File: src/rtl/uart_pkg.sv
// Shared UART definitions used by the transmit serializer and the receiver.
package uart_pkg;

  typedef enum logic [2:0] {
    IDLE,
    START,
    DATA,
    PARITY,
    STOP
  } uart_state_e;

  localparam int   UART_DEFAULT_OVERSAMPLE = 8;
  localparam int   UART_DEFAULT_DATA_BITS  = 8;
  localparam logic UART_IDLE_LEVEL         = 1'b1;

  // Receiver samples each bit at the middle of its oversample window.
  function automatic int uart_sample_point(input int oversample);
    return oversample / 2;
  endfunction

endpackage

File: src/rtl/uart_tick_counter.sv
// Modulo-OVERSAMPLE counter of enable pulses; o_wrap marks the pulse that
// completes a bit period.
module uart_tick_counter
  import uart_pkg::*;
#(
  parameter int OVERSAMPLE = UART_DEFAULT_OVERSAMPLE
) (
  input  logic i_clk,
  input  logic i_reset,
  input  logic i_clear,
  input  logic i_enable,
  output logic o_wrap
);

  localparam int              W   = $clog2(OVERSAMPLE);
  localparam logic [W-1:0]    MAX = W'(OVERSAMPLE - 1);

  logic [W-1:0] r_count;
  logic         w_at_max;

  assign w_at_max = (r_count == MAX);
  assign o_wrap   = i_enable & w_at_max;

  // Count enable pulses, wrapping to zero at the end of each bit period.
  always_ff @(posedge i_clk) begin
    if (i_reset || i_clear) begin
      r_count <= '0;
    end else if (i_enable) begin
      r_count <= w_at_max ? '0 : r_count + 1'b1;
    end
  end

endmodule

File: src/rtl/uart_tx_serializer.sv
// UART transmitter: start bit, LSB-first data, optional even parity and
// one or two stop bits, each bit lasting OVERSAMPLE enable pulses.
module uart_tx_serializer
  import uart_pkg::*;
#(
  parameter int OVERSAMPLE = UART_DEFAULT_OVERSAMPLE,
  parameter int DATA_BITS  = UART_DEFAULT_DATA_BITS,
  parameter int PARITY_EN  = 0,
  parameter int STOP_BITS  = 1
) (
  input  logic                 clk,
  input  logic                 reset,
  input  logic                 enable,
  input  logic                 txStart,
  input  logic [DATA_BITS-1:0] txDataIn,
  output logic                 txDataOut,
  output logic                 txBusy,
  output logic                 txDone
);

  localparam int             BCW       = $clog2(DATA_BITS + 1);
  localparam logic [BCW-1:0] LAST_BIT  = BCW'(DATA_BITS - 1);
  localparam logic           LAST_STOP = 1'(STOP_BITS - 1);

  uart_state_e          r_state,   w_state;
  logic [DATA_BITS-1:0] r_shift,   w_shift;
  logic [BCW-1:0]       r_bit_cnt, w_bit_cnt;
  logic                 r_stop_cnt, w_stop_cnt;
  logic                 r_parity,  w_parity;
  logic                 r_line,    w_line;
  logic                 r_busy,    w_busy;
  logic                 r_done,    w_done;
  logic                 w_accept;
  logic                 w_tick_en;
  logic                 w_wrap;

  assign w_accept  = (r_state == IDLE) && txStart;
  // Ticks are only counted once a frame is underway, so an enable coinciding
  // with acceptance never shortens the start bit.
  assign w_tick_en = enable && (r_state != IDLE);

  uart_tick_counter #(
    .OVERSAMPLE(OVERSAMPLE)
  ) u_tick (
    .i_clk   (clk),
    .i_reset (reset),
    .i_clear (w_accept),
    .i_enable(w_tick_en),
    .o_wrap  (w_wrap)
  );

  // State and registered line/handshake outputs.
  always_ff @(posedge clk) begin
    if (reset) begin
      r_state    <= IDLE;
      r_shift    <= '0;
      r_bit_cnt  <= '0;
      r_stop_cnt <= 1'b0;
      r_parity   <= 1'b0;
      r_line     <= UART_IDLE_LEVEL;
      r_busy     <= 1'b0;
      r_done     <= 1'b0;
    end else begin
      r_state    <= w_state;
      r_shift    <= w_shift;
      r_bit_cnt  <= w_bit_cnt;
      r_stop_cnt <= w_stop_cnt;
      r_parity   <= w_parity;
      r_line     <= w_line;
      r_busy     <= w_busy;
      r_done     <= w_done;
    end
  end

  // Next-state logic; the line value for the next bit is computed here so
  // the output can come straight from a register.
  always_comb begin
    w_state    = r_state;
    w_shift    = r_shift;
    w_bit_cnt  = r_bit_cnt;
    w_stop_cnt = r_stop_cnt;
    w_parity   = r_parity;
    w_line     = r_line;
    w_busy     = r_busy;
    w_done     = 1'b0;
    case (r_state)
      IDLE: begin
        w_line = UART_IDLE_LEVEL;
        if (txStart) begin
          w_state   = START;
          w_shift   = txDataIn;
          w_parity  = ^txDataIn;
          w_bit_cnt = '0;
          w_busy    = 1'b1;
          w_line    = 1'b0;
        end
      end
      START: begin
        if (w_wrap) begin
          w_state = DATA;
          w_line  = r_shift[0];
        end
      end
      DATA: begin
        if (w_wrap) begin
          w_shift   = {1'b0, r_shift[DATA_BITS-1:1]};
          w_bit_cnt = r_bit_cnt + 1'b1;
          if (r_bit_cnt == LAST_BIT) begin
            if (PARITY_EN != 0) begin
              w_state = PARITY;
              w_line  = r_parity;
            end else begin
              w_state    = STOP;
              w_stop_cnt = 1'b0;
              w_line     = UART_IDLE_LEVEL;
            end
          end else begin
            w_line = w_shift[0];
          end
        end
      end
      PARITY: begin
        if (w_wrap) begin
          w_state    = STOP;
          w_stop_cnt = 1'b0;
          w_line     = UART_IDLE_LEVEL;
        end
      end
      STOP: begin
        if (w_wrap) begin
          if (r_stop_cnt == LAST_STOP) begin
            w_state = IDLE;
            w_busy  = 1'b0;
            w_done  = 1'b1;
          end else begin
            w_stop_cnt = 1'b1;
          end
        end
      end
      default: begin
        w_state = IDLE;
        w_line  = UART_IDLE_LEVEL;
        w_busy  = 1'b0;
      end
    endcase
  end

  assign txDataOut = r_line;
  assign txBusy    = r_busy;
  assign txDone    = r_done;

endmodule

File: config.mk
export PLATFORM = sky130hd
export DESIGN_NAME = uart_tx_serializer
export DESIGN_NICKNAME = d
export VERILOG_FILES = /design/src/rtl/uart_pkg.sv /design/src/rtl/uart_tick_counter.sv /design/src/rtl/uart_tx_serializer.sv
export SDC_FILE = /design/constraint.sdc
export NUM_CORES = 1
export LEC_CHECK = 0
export CORE_MARGIN = 4
export CORE_UTILIZATION = 54
export CTS_BUF_LIST = sky130_fd_sc_hd__clkbuf_4 sky130_fd_sc_hd__clkbuf_8
export DETAILED_ROUTE_END_ITERATION = 10
export PLACE_DENSITY = 0.81
export SETUP_SLACK_MARGIN = 0.4
export SLEW_MARGIN = 10
export SYNTH_ARGS = -nofsm -noshare
export SYNTH_HDL_FRONTEND = slang
export SYNTH_SLANG_ARGS = --single-unit
File: constraint.sdc
create_clock -name clk -period 1.9 [get_ports clk]
set_clock_uncertainty 0.05 [all_clocks]
set_input_delay 0.38 -clock clk [delete_from_list [all_inputs] [get_ports clk]]
set_output_delay 0.38 -clock clk [all_outputs]
set_load 0.02 [all_outputs]
==> results of run 1 <==
cell families after synthesis:
kind of cell / count (synthesis) / synth area share [%]
AND/OR/NAND/NOR: 53 / 25.9
buffers and inverters: 10 / 5.29
adder cells (fa/ha/maj): 3 / 3.78
flip-flops: 21 / 42.3
AO/OA/AOI/OAI: 33 / 22.7
worst min-delay path by stage:
stage | from | endpoint | slack (ns) | cells after the start
final | r_state[2] | r_state[1] | 0.44 | 1
after global routing | r_state[2] | r_state[1] | 0.46 | 1
after CTS | r_bit_cnt[1] | r_bit_cnt[1] | 0.44 | 2
after detailed placement | r_bit_cnt[1] | r_bit_cnt[1] | 0.42 | 2
after global placement | r_bit_cnt[1] | r_bit_cnt[1] | 0.41 | 2
after floorplan | r_bit_cnt[1] | r_bit_cnt[1] | 0.40 | 2
what timing repair did:
action / CTS / global route
endpoints found under the setup margin: 18 / 17
resized for setup: 22 / 12
cloned: 1 / 0
setup buffers: 4 / 2
pin swaps: 3 / 8
layout make-up:
| cell class | count | area (µm²) |
|---|---|---|
| tap | 25 | 31.3 |
| multi-input combinational | 89 | 657 |
| fill | 121 | 297 |
| sequential | 21 | 435 |
| inverter | 1 | 3.75 |
| clock buffer | 4 | 30.0 |
| timing repair buffer | 28 | 273 |
flip-flops by register name, summed over array words and instances, names as in the netlist:
signal	cells
r_bit_cnt	4
r_shift	8
r_state	3
txBusy	1
txDataOut	1
txDone	1
u_tick.r_count	3
cell usage after synthesis (2+ instances only):
cell / n / area share, %
a21oi_1: 10 / 5.0
a22oi_1: 4 / 3.0
a311oi_1: 7 / 6.2
buf_2: 3 / 1.5
clkbuf_1: 4 / 1.5
dfxtp_1: 21 / 42
ha_1: 3 / 3.8
nand2_1: 10 / 3.8
nand3_1: 9 / 4.5
nor2_1: 19 / 7.2
nor2b_1: 2 / 1.3
nor3_1: 3 / 1.5
o21ai_0: 3 / 1.5
o21ai_1: 2 / 1.0
o21bai_1: 2 / 1.5
o31a_1: 2 / 1.8
or4_1: 3 / 2.3
placed cells by master (no fill, tap or decap), drive strengths merged, types with 2 or more instances in the layout:
cell type,n
o31a,2
or3b,2
o21bai,2
clkbuf,4
nand2,10
dlygate4sd2,4
a311oi,7
a22oi,4
clkdlybuf4s50,10
dfxtp,21
buf,14
a21oi,10
nand3,9
nor3,3
or4,3
nor2,19
o21ai,5
ha,3
nor2b,2
through the flow:
stage                     std cells  hold WS [ns]
after floorplan                 120         0.399
after global placement          157         0.411
after detailed placement        157         0.421
after CTS                       166         0.438
after global routing            168         0.457
final                           168         0.436
routing by layer:
metal	routed length (µm)	vias to the layer above	global-route usage, %
li1	-	483	-
met1	1130	496	28.1
met2	1380	18	39.8
met3	60	5	2.92
met4	49	0	15.2
met5	0	-	0
power by group through the flow:
stage	sequential, mW	combinational (mW)	clock [mW]
global route	0.480	0.163	0.267
detailed placement	0.485	0.115	0
CTS	0.476	0.136	0.241
floorplan	0.484	0.0664	0
finish	0.478	0.150	0.236
global placement	0.485	0.112	0
==> flow_summary.yaml, run 1 <==
outcome:
  status: "finished, final reports clean"
global_route:
  grt_pass1_wl_um: 4550
  antenna_found_initial: 0
  grt_max_degree: 22
  track_usage_pct: 23.6
  grt_pass1_vias: 958
  overflow: 0
min_path:
  worstHoldPathType: "flip-flop to flip-flop"
placed_design:
  place_area_um2: 1220
  place_hpwl_um: 1500
  globalplace.congestion: 0.753
  place_ws_ns: -0.00869
  portBuffers: 14
synthesis:
  syn_inst: 120
  synth_warnings: 0
  synth_edf_count: 0
  ys_seq_elements: 21
  async_flop_share_pct: 0
  syn_nets: 135
  synth-main-ff-cell: "dfxtp_1"
  syn_area_um2: 993
  ys_types: 30
  synth_area_per_cell_um2: 8.28
  ys_seq_area_share_pct: 42.3
cells_and_area:
  diodes: 0
  fin_area_um2: 1430
  nNetsFinal: 159
  post-route-util_pct: 82.8
  area_growth_pct: 44.0
  drive_gt1_share_pct: 35.7
floorplanning:
  die_w_um: 50.9
  die_y_um: 50.9
  core-area_um2: 1730
  io_pins: 15
  fp-row-count: 15
  initial_utilization_pct: 57.5
  dieArea_um2: 2590
timing:
  slew_violations: 0
  fin_setup_tns_ns: 0
  finalCritPeriodShare_pct: 84.4
  worst_pin_slew_ns: 0.373
  max_clock_freq_mhz: 623
  setup_ws_ns: 0.296
  maxSlewHeadroom_pct: 75.0
  rsz0062_at_grt: "true"
  fin_crit_ns: 1.60
  hold_viol_final: 0
  setup_viol: 0
worst_setup_path:
  r2r_slack_ns: 0.30
  crit_family: "flip-flops"
  critPathMaxStageDelay_ns: 0.38
  path_buf_inv: 1
  slowest_stage: "dfxtp_4"
  endpoint_kind: "flip-flop"
  cp.depth: 7
  crit_fanout: 7
  r2r_end: "r_shift[2]"
  crit_required_ns: 2.05
  cp_cell_sequence: "ha_4 > ha_4 > and3_4 > o21a_4 > buf_12 > nor2_1 > a311oi_2"
  reg2regPathDepth: 7
  crit_top_cell: "ha_4"
  worstSetupEndpoint: "r_shift[2]"
  rr_startpoint: "u_tick.r_count[0]"
  crit_type: "flip-flop to flip-flop"
  cp-startpoint: "u_tick.r_count[0]"
  start_kind: "flip-flop"
  critical_path_arrival_ns: 1.75
clock_network:
  clock_latency_ns: 0.31
  cts_tree: "built"
  cts_max_path_buffers: 2
  clock-root-buffer: "clkbuf_4"
  holdBufCountCts: 0
  cts.htree.levels: 1
  clk_pin_slew_ns: 0.12
  clock-sinks: 21
  cts_made_buffers: 3
run:
  drv_cap: 0
drt:
  wl_per_cell_um: 15.6
  drtIter0Drc: 28
  viasPerCell: 5.96
  wirelength_um: 2620
  dr.pass1.iters: 4
  route.detailed.drc: 0
  vias: 1002
  ant_nets: 0
pwr:
  clockPowerShare_pct: 27.3
  totalPowerFinal_mw: 0.864
  p_per_area_nw_per_um2: 604
  power.share.switching_pct: 26.8
  irDropWorstVdd_mv: 0.641
  internal_power_mw: 0.632
  switching_power_mw: 0.232
  seq_power_share_pct: 55.3
  p_leak_nw: 0.529
  p_comb_share_pct: 17.4
Power figures use the tool's default switching activity.
==> run 2: changes to the inputs <==
==> constraint.sdc (replaced) <==
create_clock -name clk -period 1.5 [get_ports clk]
set_clock_uncertainty 0.05 [all_clocks]
set_input_delay 0.3 -clock clk [delete_from_list [all_inputs] [get_ports clk]]
set_output_delay 0.3 -clock clk [all_outputs]
set_load 0.02 [all_outputs]
==> run 2 against run 1 <==
  * The flow now finishes with violations (setup timing)
  * Count of clock-buffer cells in the layout is 1 lower
  * Worst setup slack got worse by 0.49 ns
  * Non-clock buffer count rose by 18
  * Sequential cell count unchanged
  * Core utilization grew 14 points
  * Worst hold slack improved by 0.049 ns
  * Maximum frequency down 5.1%
  * Routed wire length is 74% higher
  * First-iteration DRC count rose to 4.1 times the previous value
  * Die area did not move
  * Critical path type unchanged
  * Largest power group unchanged
==> flow_summary.yaml, run 2 (synthesized netlist as in run 1, its figures left out) <==
min_path:
  worstHoldPathType: "flip-flop to flip-flop"
clock_network:
  cts_made_buffers: 3
  clock-sinks: 21
  cts.htree.levels: 1
  clock-root-buffer: "clkbuf_4"
  clk_pin_slew_ns: 0.13
  clock_latency_ns: 0.30
  holdBufCountCts: 0
  cts_tree: "built"
  cts_max_path_buffers: 2
timing:
  finalCritPeriodShare_pct: 113
  fin_setup_tns_ns: -1.39
  fin_crit_ns: 1.69
  hold_viol_final: 0
  worst_pin_slew_ns: 0.360
  slew_violations: 0
  maxSlewHeadroom_pct: 75.9
  setup_viol: 13
  max_clock_freq_mhz: 592
  rsz0062_at_grt: "true"
  setup_ws_ns: -0.190
global_route:
  overflow: 0
  track_usage_pct: 28.0
  grt_max_degree: 13
  grt_pass1_vias: 1151
  grt_pass1_wl_um: 5410
  antenna_found_initial: 0
worst_setup_path:
  start_kind: "flip-flop"
  crit_fanout: 7
  slowest_stage: "or4_4"
  crit_required_ns: 1.65
  path_buf_inv: 0
  critPathMaxStageDelay_ns: 0.46
  endpoint_kind: "flip-flop"
  crit_family: "simple AND/OR/NAND/NOR gates"
  critical_path_arrival_ns: 1.84
  crit_top_cell: "ha_4"
  crit_type: "flip-flop to flip-flop"
  cp_cell_sequence: "ha_4 > ha_4 > nand2_4 > or4_4 > a21oi_4 > o21bai_1"
outcome:
  violations: "setup timing"
  status: "finished with violations"
floorplanning:
  io_pins: 15
  die_y_um: 50.9
  initial_utilization_pct: 57.5
  fp-row-count: 15
  die_w_um: 50.9
  core-area_um2: 1730
  dieArea_um2: 2590
cells_and_area:
  post-route-util_pct: 97.2
  final_common_cell: "buf_4"
  drive_gt1_share_pct: 50.3
  largest_register_ffs: 8
  final_cell_mix: "21 x buf_4, 15 x nor2_1, 12 x buf_6, 12 x dfxtp_1, 10 x clkdlybuf4s50_1"
  area.sequential_um2: 437
  diodes: 0
  multi_input_area_um2: 729
  fillers: 28
  area_growth_pct: 68.9
  fin_cells: 186
  regMostFlops: "r_shift"
  nNetsFinal: 177
  reg_top3: "r_shift: 8 flops, r_bit_cnt: 4 flops"
drt:
  vias: 1301
  wirelength_um: 4570
  dr.pass1.iters: 4
  ant_nets: 0
  viasPerCell: 6.99
  wl_per_cell_um: 24.6
  drtIter0Drc: 116
  route.detailed.drc: 0
placed_design:
  portBuffers: 14
  globalplace.congestion: 0.870
  post-place-cells: 170
  place_hpwl_um: 1800
pwr:
  p_leak_nw: 0.640
  p_per_area_nw_per_um2: 690
  irDropWorstVdd_mv: 0.821
run:
  drv_cap: 0
## run 2: tightest hold or removal path, stage by stage (launching register included)
cell and delay (ns):
dfxtp_1 0.34, nor2_2 0.12, a311oi_2 0.04
## run 2: worst paths after layout
path,startpoint,to,slack (ns),cells after the start
min reg2reg,r_shift[3],r_shift[3],0.48,2
max reg2reg,u_tick.r_count[0],txDataOut,-0.19,6
min,r_shift[3],r_shift[3],0.48,2
max,u_tick.r_count[0],txDataOut,-0.19,6
## run 2: area by class of cell
type,count,share of cell area (%)
Inverter,1,0.224
Timing Repair Buffer,46,26.8
Clock inverter,1,0.298
Sequential cell,21,26.0
Clock buffer,3,1.34
Multi-Input combinational cell,89,43.5
Tap cell,25,1.86
## run 2: report_power, final
part / switching, mW / internal (mW)
Combinational: 0.134 / 0.133
Sequential: 0.0261 / 0.583
Clock: 0.182 / 0.0994
## run 2: timing repair
item	4_1_cts	5_1_grt
gates cloned	1	0
resized for setup	51	18
endpoints found under the setup margin	24	24
pin swaps	15	10
buffers inserted	8	3
## run 2: metrics by stage
stage	total power [mW]	instance area [µm²]	hold WS, ns	setup slack [ns]
finish	1.16	1680	0.485	-0.190
global route	1.20	1680	0.502	-0.287
CTS	1.11	1580	0.434	-0.0979
detailed placement	0.789	1340	0.416	-0.363
global placement	0.782	1340	0.414	-0.268
floorplan	0.703	1070	0.322	0.0180
## run 2: metal layers
layer / global-route usage [%] / wire length [µm] / part of all wire (%) / vias up
li1: - / - / - / 516
met1: 31.0 / 1620 / 35 / 593
met2: 53.9 / 2190 / 48 / 147
met3: 4.37 / 433 / 9.5 / 45
met4: 8.97 / 324 / 7.1 / 0
met5: 0 / 0 / 0 / -
==> run 3: changes to the inputs <==
--- a/config.mk
+++ b/config.mk
@@ -11,7 +11,6 @@
 export DETAILED_ROUTE_END_ITERATION = 10
 export PLACE_DENSITY = 0.81
 export SETUP_SLACK_MARGIN = 0.4
-export SLEW_MARGIN = 10
 export SYNTH_ARGS = -nofsm -noshare
 export SYNTH_HDL_FRONTEND = slang
 export SYNTH_SLANG_ARGS = --single-unit
==> results of run 3 <==
Same layout as run 2: the final DEF is identical, and so are final timing and power.
